### config.mk
export PLATFORM = sky130hd
export DESIGN_NAME = crc5_stream_engine
export DESIGN_NICKNAME = d
export VERILOG_FILES = /design/src/rtl/crc5_stream_engine.sv
export SDC_FILE = /design/constraint.sdc
export NUM_CORES = 1
export LEC_CHECK = 0
export CAP_MARGIN = 25
export CORE_ASPECT_RATIO = 0.9
export CORE_MARGIN = 4
export CORE_UTILIZATION = 40
export CTS_BUF_LIST = sky130_fd_sc_hd__clkbuf_4 sky130_fd_sc_hd__clkbuf_8 sky130_fd_sc_hd__clkbuf_16
export DETAILED_ROUTE_END_ITERATION = 10
export PLACE_DENSITY = 0.75
export SYNTH_ARGS = -nofsm -noshare
export SYNTH_HDL_FRONTEND = slang
export SYNTH_SLANG_ARGS = --single-unit
### constraint.sdc
create_clock -name CLK -period 4.75 [get_ports CLK]
set_input_delay 0.95 -clock CLK [delete_from_list [all_inputs] [get_ports CLK]]
set_output_delay 0.95 -clock CLK [all_outputs]
set_load 0.01 [all_outputs]
### src/rtl/crc5_stream_engine.sv
// crc5_stream_engine: pops WIDTH-bit words from an upstream FIFO, computes a
// CRC5 (x^5+x^2+1, MSB first, seed INIT, no final XOR) over each word, and
// presents {word, crc} downstream on a registered valid/ready port.
// WORD_CNT counts downstream handshakes and wraps modulo 2^CNT_W.
//
// Build option: CRC5_PARALLEL_EN
//   undefined (default): bit-serial FSM IDLE -> SHIFT (WIDTH cycles) -> DONE.
//   defined: CRC is unrolled combinationally over the incoming word, the
//            result registers in the accept cycle and DONE can pop/push in
//            the same cycle (one word per clock).
//
// Valid/ready: a transfer happens on a rising CLK edge where VALID and READY
// are both high. Once VALID_DOWN is raised, it and DATA_DOWN stay unchanged
// until that transfer happens; VALID_DOWN never drops without one.
module crc5_stream_engine #(
  parameter int         WIDTH = 8,
  parameter logic [4:0] INIT  = 5'h1F,
  parameter int         CNT_W = 16
) (
  input  logic               CLK,
  input  logic               RESET,
  input  logic [WIDTH-1:0]   DATA_UP,
  input  logic               VALID_UP,
  output logic               READY_UP,
  output logic [WIDTH+4:0]   DATA_DOWN,
  output logic               VALID_DOWN,
  input  logic               READY_DOWN,
  output logic               BUSY,
  output logic [CNT_W-1:0]   WORD_CNT,
  output logic [1:0]         DBG_STATE
);

  localparam logic [4:0] POLY = 5'h05;

  typedef enum logic [1:0] {
    IDLE  = 2'd0,
    SHIFT = 2'd1,
    DONE  = 2'd2
  } state_t;

  // One MSB-first CRC5 step for a single input bit.
  function automatic logic [4:0] crc_step(input logic [4:0] c, input logic b);
    logic fb;
    fb = c[4] ^ b;
    return {c[3:0], 1'b0} ^ (fb ? POLY : 5'h00);
  endfunction

  state_t             r_state;
  logic [WIDTH+4:0]   r_data_down;
  logic               r_valid_down;
  logic [CNT_W-1:0]   r_word_cnt;

`ifndef CRC5_PARALLEL_EN
  localparam int IDX_W = $clog2(WIDTH);

  logic [WIDTH-1:0]   r_word;
  logic [4:0]         r_crc;
  logic [IDX_W-1:0]   r_bit_idx;
  logic [4:0]         w_crc_next;

  // CRC after folding in the current bit of the latched word.
  assign w_crc_next = crc_step(r_crc, r_word[r_bit_idx]);

  // Serial mode accepts only when nothing is in flight.
  assign READY_UP = (r_state == IDLE);
`else
  logic [4:0] w_crc_word;

  // Whole-word CRC of the incoming word, same recurrence unrolled.
  always_comb begin
    w_crc_word = INIT;
    for (int i = WIDTH - 1; i >= 0; i--) begin
      w_crc_word = crc_step(w_crc_word, DATA_UP[i]);
    end
  end

  // DONE may take a new word in the same cycle its result leaves.
  assign READY_UP = (r_state == IDLE) || ((r_state == DONE) && READY_DOWN);
`endif

  assign DATA_DOWN  = r_data_down;
  assign VALID_DOWN = r_valid_down;
  assign WORD_CNT   = r_word_cnt;
  assign BUSY       = (r_state != IDLE);
  assign DBG_STATE  = r_state;

  // Control FSM with registered downstream outputs and handshake counter.
  always_ff @(posedge CLK or posedge RESET) begin
    if (RESET) begin
      r_state      <= IDLE;
      r_data_down  <= '0;
      r_valid_down <= 1'b0;
      r_word_cnt   <= '0;
`ifndef CRC5_PARALLEL_EN
      r_word       <= '0;
      r_crc        <= '0;
      r_bit_idx    <= '0;
`endif
    end else begin
      case (r_state)
        IDLE: begin
          if (VALID_UP && READY_UP) begin
`ifndef CRC5_PARALLEL_EN
            r_word    <= DATA_UP;
            r_crc     <= INIT;
            r_bit_idx <= IDX_W'(WIDTH - 1);
            r_state   <= SHIFT;
`else
            r_data_down  <= {DATA_UP, w_crc_word};
            r_valid_down <= 1'b1;
            r_state      <= DONE;
`endif
          end
        end
`ifndef CRC5_PARALLEL_EN
        SHIFT: begin
          r_crc <= w_crc_next;
          if (r_bit_idx == '0) begin
            r_data_down  <= {r_word, w_crc_next};
            r_valid_down <= 1'b1;
            r_state      <= DONE;
          end else begin
            r_bit_idx <= r_bit_idx - IDX_W'(1);
          end
        end
`endif
        DONE: begin
          if (READY_DOWN) begin
            r_word_cnt <= r_word_cnt + CNT_W'(1);
`ifdef CRC5_PARALLEL_EN
            if (VALID_UP) begin
              r_data_down <= {DATA_UP, w_crc_word};
            end else begin
              r_valid_down <= 1'b0;
              r_state      <= IDLE;
            end
`else
            r_valid_down <= 1'b0;
            r_state      <= IDLE;
`endif
          end
        end
        default: r_state <= IDLE;
      endcase
    end
  end

endmodule

==> flow_summary.toml, run 1 <==
[run_status]
status = "finished clean"

[pwr]
pwr-share-clk = 0.191
swShare = 0.341
switchingPower_uw = 518
p_comb_frac = 0.376
p_leak_uw = 0.00131
seqPwrFrac = 0.434
powerDensity_nw_per_um2 = 558
ir_worst_vdd_uv = 300
internal_power_uw = 1000

[critical_path]
reg2reg_from = "r_bit_idx[0]$_DFFE_PP0P_"
slowest_delay_ns = 0.60
cp_max_fo = 11
r2r_slack_ns = 2.74
cp.arrival_ns = 1.67
required_ns = 3.80
start_kind = "flop"
slowest_stage = "clkdlybuf4s50_1"
endpoint_kind = "primary output"
worstPathCellList = "nor2_1 > clkdlybuf4s50_1"
r2r_end = "r_bit_idx[1]$_DFFE_PP0P_"
crit_type = "flop to primary output"
worstRegToRegCells = 6

[min_path]
min_path_type = "flop to flop"
hp-start = "WORD_CNT[15]$_DFFE_PP0P_"
min_to = "WORD_CNT[15]$_DFFE_PP0P_"
whs_path_depth = 1

[final_layout]
utilization = 0.551
nNetsFinal = 273
syn_to_final_growth_pct = 29.7
final_common_cell = "nand2_1"
mostFrequentLayoutCells = "nand2_1 (73), dfrtp_1 (48), clkdlybuf4s50_1 (45)"
n_fill_cell = 434
regArea_um2 = 1200
drive_above_1_share = 0.0463
antennaDiodeCount = 0
multiInputGateArea_um2 = 846

[synth]
synth_top_area_share = 0.571
syn_area_um2 = 2100
syn-mean-instance-area_um2 = 9.87
synth_area_leaders = "dfrtp_1 (57%), nand2_1 (13%), xnor2_1 (3.7%), xor2_1 (3.7%), mux4_1 (2.5%)"
async_flop_share = 1.00
yosys_warnings = 0
ys_seq_elements = 48
synth_edf_count = 0
synth_fp_nets = 228
yosysSeqAreaShare = 0.571
synth_cell_types = 30
synth_top_area_cell = "dfrtp_1"
synth_cells = 213
synth_ff_type = "dfrtp_1"

[cts]
cts_setup_buffers = 0
cts_buffers = 5
cts_root_buffer = "clkbuf_8"
clkSinkCount = 48
clk_pin_slew_ns = 0.09
ctsHoldBuffers = 0
clock_latency_ns = 0.30
cts_resized = 0
htree_levels = 2
cts_tree = "done"
cts_buffer_depth = 2

[sta]
post-route-period-util = 0.552
fin_skew_ns = 0.00905
setup_viol = 0
hold_viol = 0
maxSlewViolCount = 0
fin_crit_ns = 2.62
slew_headroom = 0.410
setup_tns_ns = 0
worst_pin_slew_ns = 0.881
rsz0062_at_grt = "no"
fmax_mhz = 382

[route]
drtAntennaViolNets = 0
wl_per_cell_um = 12.8
avgViaCountPerCell = 4.78
drt_iter0_markers = 109
dr_wl_met3_um = 152
route.met2.wl_mm = 1.89
drt-met1-wl_mm = 2.03
top_layer = "met4"
vias = 1550
drtPass1Iterations = 4
drt-total-wl_mm = 4.15
drc = 0

[global_routing]
antenna_found_initial = 0
grt_usage = 0.141
grt_pass1_wl_mm = 7.37
grt-ovfl-total = 0
grt_pass1_vias = 1544
grt_max_degree = 49

[die]
num_rows = 24
die_area_um2 = 6480
pin_count = 46
die_w_um = 84.4
core_um2 = 4950
initial_core_util = 0.424
die_h_um = 76.8

[place]
port_buffers = 45
place_hpwl_mm = 2.87
place_congestion = 0.780

[flow_run]
drv_cap = 0
## cells in the mapped netlist (all sizes together), types with 2 or more instances
| cell | n |
|---|---|
| a21oi | 4 |
| and3 | 2 |
| buf | 5 |
| clkbuf | 3 |
| dfrtp | 48 |
| ha | 3 |
| inv | 5 |
| mux4 | 2 |
| nand2 | 73 |
| nand2b | 3 |
| nand3 | 4 |
| nand3b | 2 |
| nand4 | 3 |
| nor2 | 14 |
| nor3 | 7 |
| o21ai | 8 |
| xnor2 | 9 |
| xor2 | 9 |
## sequential cells by signal, summed over array words and instances, names as in the netlist
signal	flops
DATA_DOWN	13
DBG_STATE	2
WORD_CNT	16
r_crc	5
r_word	8
r_bit_idx	3
VALID_DOWN	1
## through the flow
stage / hold slack (ns) / area (um^2) / std cells / setup WS (ns) / total power (uW)
after floorplan: 0.452 / 2100 / 213 / 2.66 / 1010
after global placement: 0.462 / 2600 / 315 / 2.28 / 1230
after detailed placement: 0.461 / 2600 / 315 / 2.21 / 1240
after CTS: 0.482 / 2710 / 323 / 2.12 / 1540
after global routing: 0.496 / 2730 / 324 / 2.00 / 1650
final: 0.476 / 2730 / 324 / 2.13 / 1520
## power groups by stage
| stage | Clock, uW | Combinational (uW) | Sequential, uW |
|---|---|---|---|
| after floorplan | 0 | 337 | 673 |
| after global placement | 0 | 561 | 666 |
| after detailed placement | 0 | 572 | 666 |
| after CTS | 298 | 577 | 661 |
| after global routing | 316 | 646 | 684 |
| final | 290 | 572 | 660 |
## critical path, delay by kind of cell, from the launching register on
family / cells / cell delay (ns)
and+or+nand+nor: 1 / 0.29
DFF: 1 / 0.49
buffers and inverters: 1 / 0.60
## routing by layer
metal / GRT usage / vias up
met5: 0 / -
met4: 0.0617 / 0
met3: 0.0311 / 6
met2: 0.218 / 30
met1: 0.189 / 737
li1: - / 777
## cell type report
class                           instances  share of cell area
Clock inverter                          3              0.0156
Sequential cell                        48               0.440
Tap cell                               65              0.0298
Inverter                                5             0.00688
Multi-Input combinational cell        152               0.310
Clock buffer                            5              0.0252
Timing Repair Buffer                   46               0.172
## worst max path at each step
stage               slack (ns)  cells past startpoint                        to                startpoint
floorplan                 2.66                      1  DATA_DOWN[0]$_DFFE_PP0P_                     RESET
global placement          2.28                      5  WORD_CNT[12]$_DFFE_PP0P_                READY_DOWN
detailed placement        2.21                      5  WORD_CNT[14]$_DFFE_PP0P_                READY_DOWN
CTS                       2.12                      2                  READY_UP  DBG_STATE[1]$_DFFE_PP0P_
global route              2.00                      2                  READY_UP  DBG_STATE[1]$_DFFE_PP0P_
finish                    2.13                      2                  READY_UP  DBG_STATE[1]$_DFFE_PP0P_
## cells by family after synthesis
logic type / Yosys count / share of synthesized area
muxes: 3 / 0.0357
DFF: 48 / 0.571
and+or+nand+nor: 114 / 0.236
buffers and inverters: 13 / 0.0268
xor gates and xnor gates: 18 / 0.0750
adders and majority gates: 3 / 0.0178
AOI/OAI and AO/OA: 14 / 0.0375
(Power assumes the default switching activity.)
==> run 2: changes to the inputs <==
--- a/config.mk
+++ b/config.mk
@@ -11,7 +11,7 @@
 export CORE_UTILIZATION = 40
 export CTS_BUF_LIST = sky130_fd_sc_hd__clkbuf_4 sky130_fd_sc_hd__clkbuf_8 sky130_fd_sc_hd__clkbuf_16
 export DETAILED_ROUTE_END_ITERATION = 10
-export PLACE_DENSITY = 0.75
+export PLACE_DENSITY = 0.77
 export SYNTH_ARGS = -nofsm -noshare
 export SYNTH_HDL_FRONTEND = slang
 export SYNTH_SLANG_ARGS = --single-unit
==> constraint.sdc (replaced) <==
create_clock -name CLK -period 2.2 [get_ports CLK]
set_input_delay 0.44 -clock CLK [delete_from_list [all_inputs] [get_ports CLK]]
set_output_delay 0.44 -clock CLK [all_outputs]
set_load 0.01 [all_outputs]
==> flow_summary.toml, run 2 (same netlist as run 1, synthesis figures left out) <==
[sta]
fin_crit_ns = 2.03
rsz0062_at_grt = "no"
fmax_mhz = 494
setup_tns_ns = 0
post-route-period-util = 0.920
slew_headroom = 0.582
hold_viol = 0
fin_skew_ns = 0.00934
setup_viol = 0
maxSlewViolCount = 0
worst_pin_slew_ns = 0.626

[die]
initial_core_util = 0.424
die_h_um = 76.8
core_um2 = 4950
num_rows = 24
pin_count = 46
die_w_um = 84.4
die_area_um2 = 6480

[cts]
clk_pin_slew_ns = 0.10
cts_root_buffer = "clkbuf_8"
cts_tree = "done"
clkSinkCount = 48
cts_buffer_depth = 2
clock_latency_ns = 0.31
cts_setup_buffers = 0
cts_buffers = 5
htree_levels = 2

[critical_path]
r2r_slack_ns = 0.42
worstRegToRegCells = 5
endpoint_kind = "primary output"
required_ns = 1.76
reg2reg_from = "r_bit_idx[0]$_DFFE_PP0P_"
crit_type = "flop to primary output"
start_kind = "flop"
cp_max_fo = 11
r2r_end = "DBG_STATE[1]$_DFFE_PP0P_"
cp.arrival_ns = 1.59

[route]
vias = 1588
drt_iter0_markers = 134
drtAntennaViolNets = 0
wl_per_cell_um = 13.1
avgViaCountPerCell = 4.86
drc = 0
drtPass1Iterations = 4
drt-total-wl_mm = 4.30

[pwr]
p_comb_frac = 0.377
p_leak_uw = 0.00132
internal_power_uw = 2170
swShare = 0.345
ir_worst_vdd_uv = 688
powerDensity_nw_per_um2 = 1210
seqPwrFrac = 0.429
pwr-share-clk = 0.194
switchingPower_uw = 1150

[min_path]
min_path_type = "input port to async pin"

[run_status]
status = "finished clean"

[flow_run]
drv_cap = 0

[final_layout]
fin_cells = 327
largest_reg_flops = 16
nNetsFinal = 276
drive_above_1_share = 0.0611
syn_to_final_growth_pct = 30.3
mostFrequentLayoutCells = "nand2_1 (73), dfrtp_1 (48), clkdlybuf4s50_1 (45)"
final_common_cell = "nand2_1"
antennaDiodeCount = 0

[global_routing]
grt-ovfl-total = 0
grt_pass1_vias = 1527
grt_pass1_wl_mm = 7.33
grt_max_degree = 20
antenna_found_initial = 0
grt_usage = 0.139

[place]
place_hpwl_mm = 3.16
port_buffers = 45
dp.cells = 319
place_congestion = 0.786
-- run 2: cell types whose count changed in the layout (fill, tap and decap cells not counted) --
cell,before,now
buf_4,0,4
buf_12,1,0
nor2_1,14,13
nor2_2,0,1
-- run 2: layout make-up --
type | instances | area, um^2
Clock buffer | 5 | 68.8
Clock inverter | 3 | 42.5
Fill cell | 455 | 2210
Inverter | 5 | 18.8
Multi-Input combinational cell | 152 | 848
Sequential cell | 48 | 1200
Tap cell | 65 | 81.3
Timing Repair Buffer | 49 | 480
-- run 2: layer usage --
metal | track usage | vias to the layer above | routed length, um
met5 | 0 | - | 0
met4 | 0.0380 | 0 | 59
met3 | 0.0375 | 5 | 234
met2 | 0.221 | 38 | 1990
met1 | 0.189 | 763 | 2010
li1 | - | 782 | -
-- run 2: critical path: stages (launching register included) --
cell and delay (ns):
dfrtp_1 0.50, nor2_2 0.21, clkdlybuf4s50_1 0.56
-- run 2: worst max path at each step --
stage / slack, ns / start / endpoint
detailed placement: 0.21 / READY_DOWN / WORD_CNT[14]$_DFFE_PP0P_
finish: 0.17 / DBG_STATE[1]$_DFFE_PP0P_ / READY_UP
CTS: 0.08 / DBG_STATE[1]$_DFFE_PP0P_ / READY_UP
floorplan: 0.61 / DBG_STATE[1]$_DFFE_PP0P_ / DATA_DOWN[10]$_DFFE_PP0P_
global route: 0.07 / DBG_STATE[1]$_DFFE_PP0P_ / READY_UP
global placement: 0.32 / READY_DOWN / WORD_CNT[14]$_DFFE_PP0P_
-- run 2: per-stage QoR --
step	cell area [um^2]	worst slack [ns]	util	hold WS (ns)	total power [uW]
2_1_floorplan	2100	0.610	-	0.452	2180
3_3_place_gp	2630	0.317	0.530	0.462	2660
3_5_place_dp	2630	0.212	0.530	0.465	2700
4_1_cts	2740	0.0839	0.553	0.430	3350
5_1_grt	2740	0.0704	0.553	0.452	3550
6_report	2740	0.175	0.553	0.423	3320
-- run 2: power groups by stage --
stage	logic (uW)	registers, uW	clock network [uW]
finish	1250	1420	645
global route	1400	1470	683
CTS	1270	1420	654
detailed placement	1260	1440	0
global placement	1230	1430	0
floorplan	727	1450	0
-- run 2: repair_timing --
item,4_1_cts,5_1_grt
gates resized for setup,0,1
endpoints found under the setup margin,0,1
hold buffers,0,0
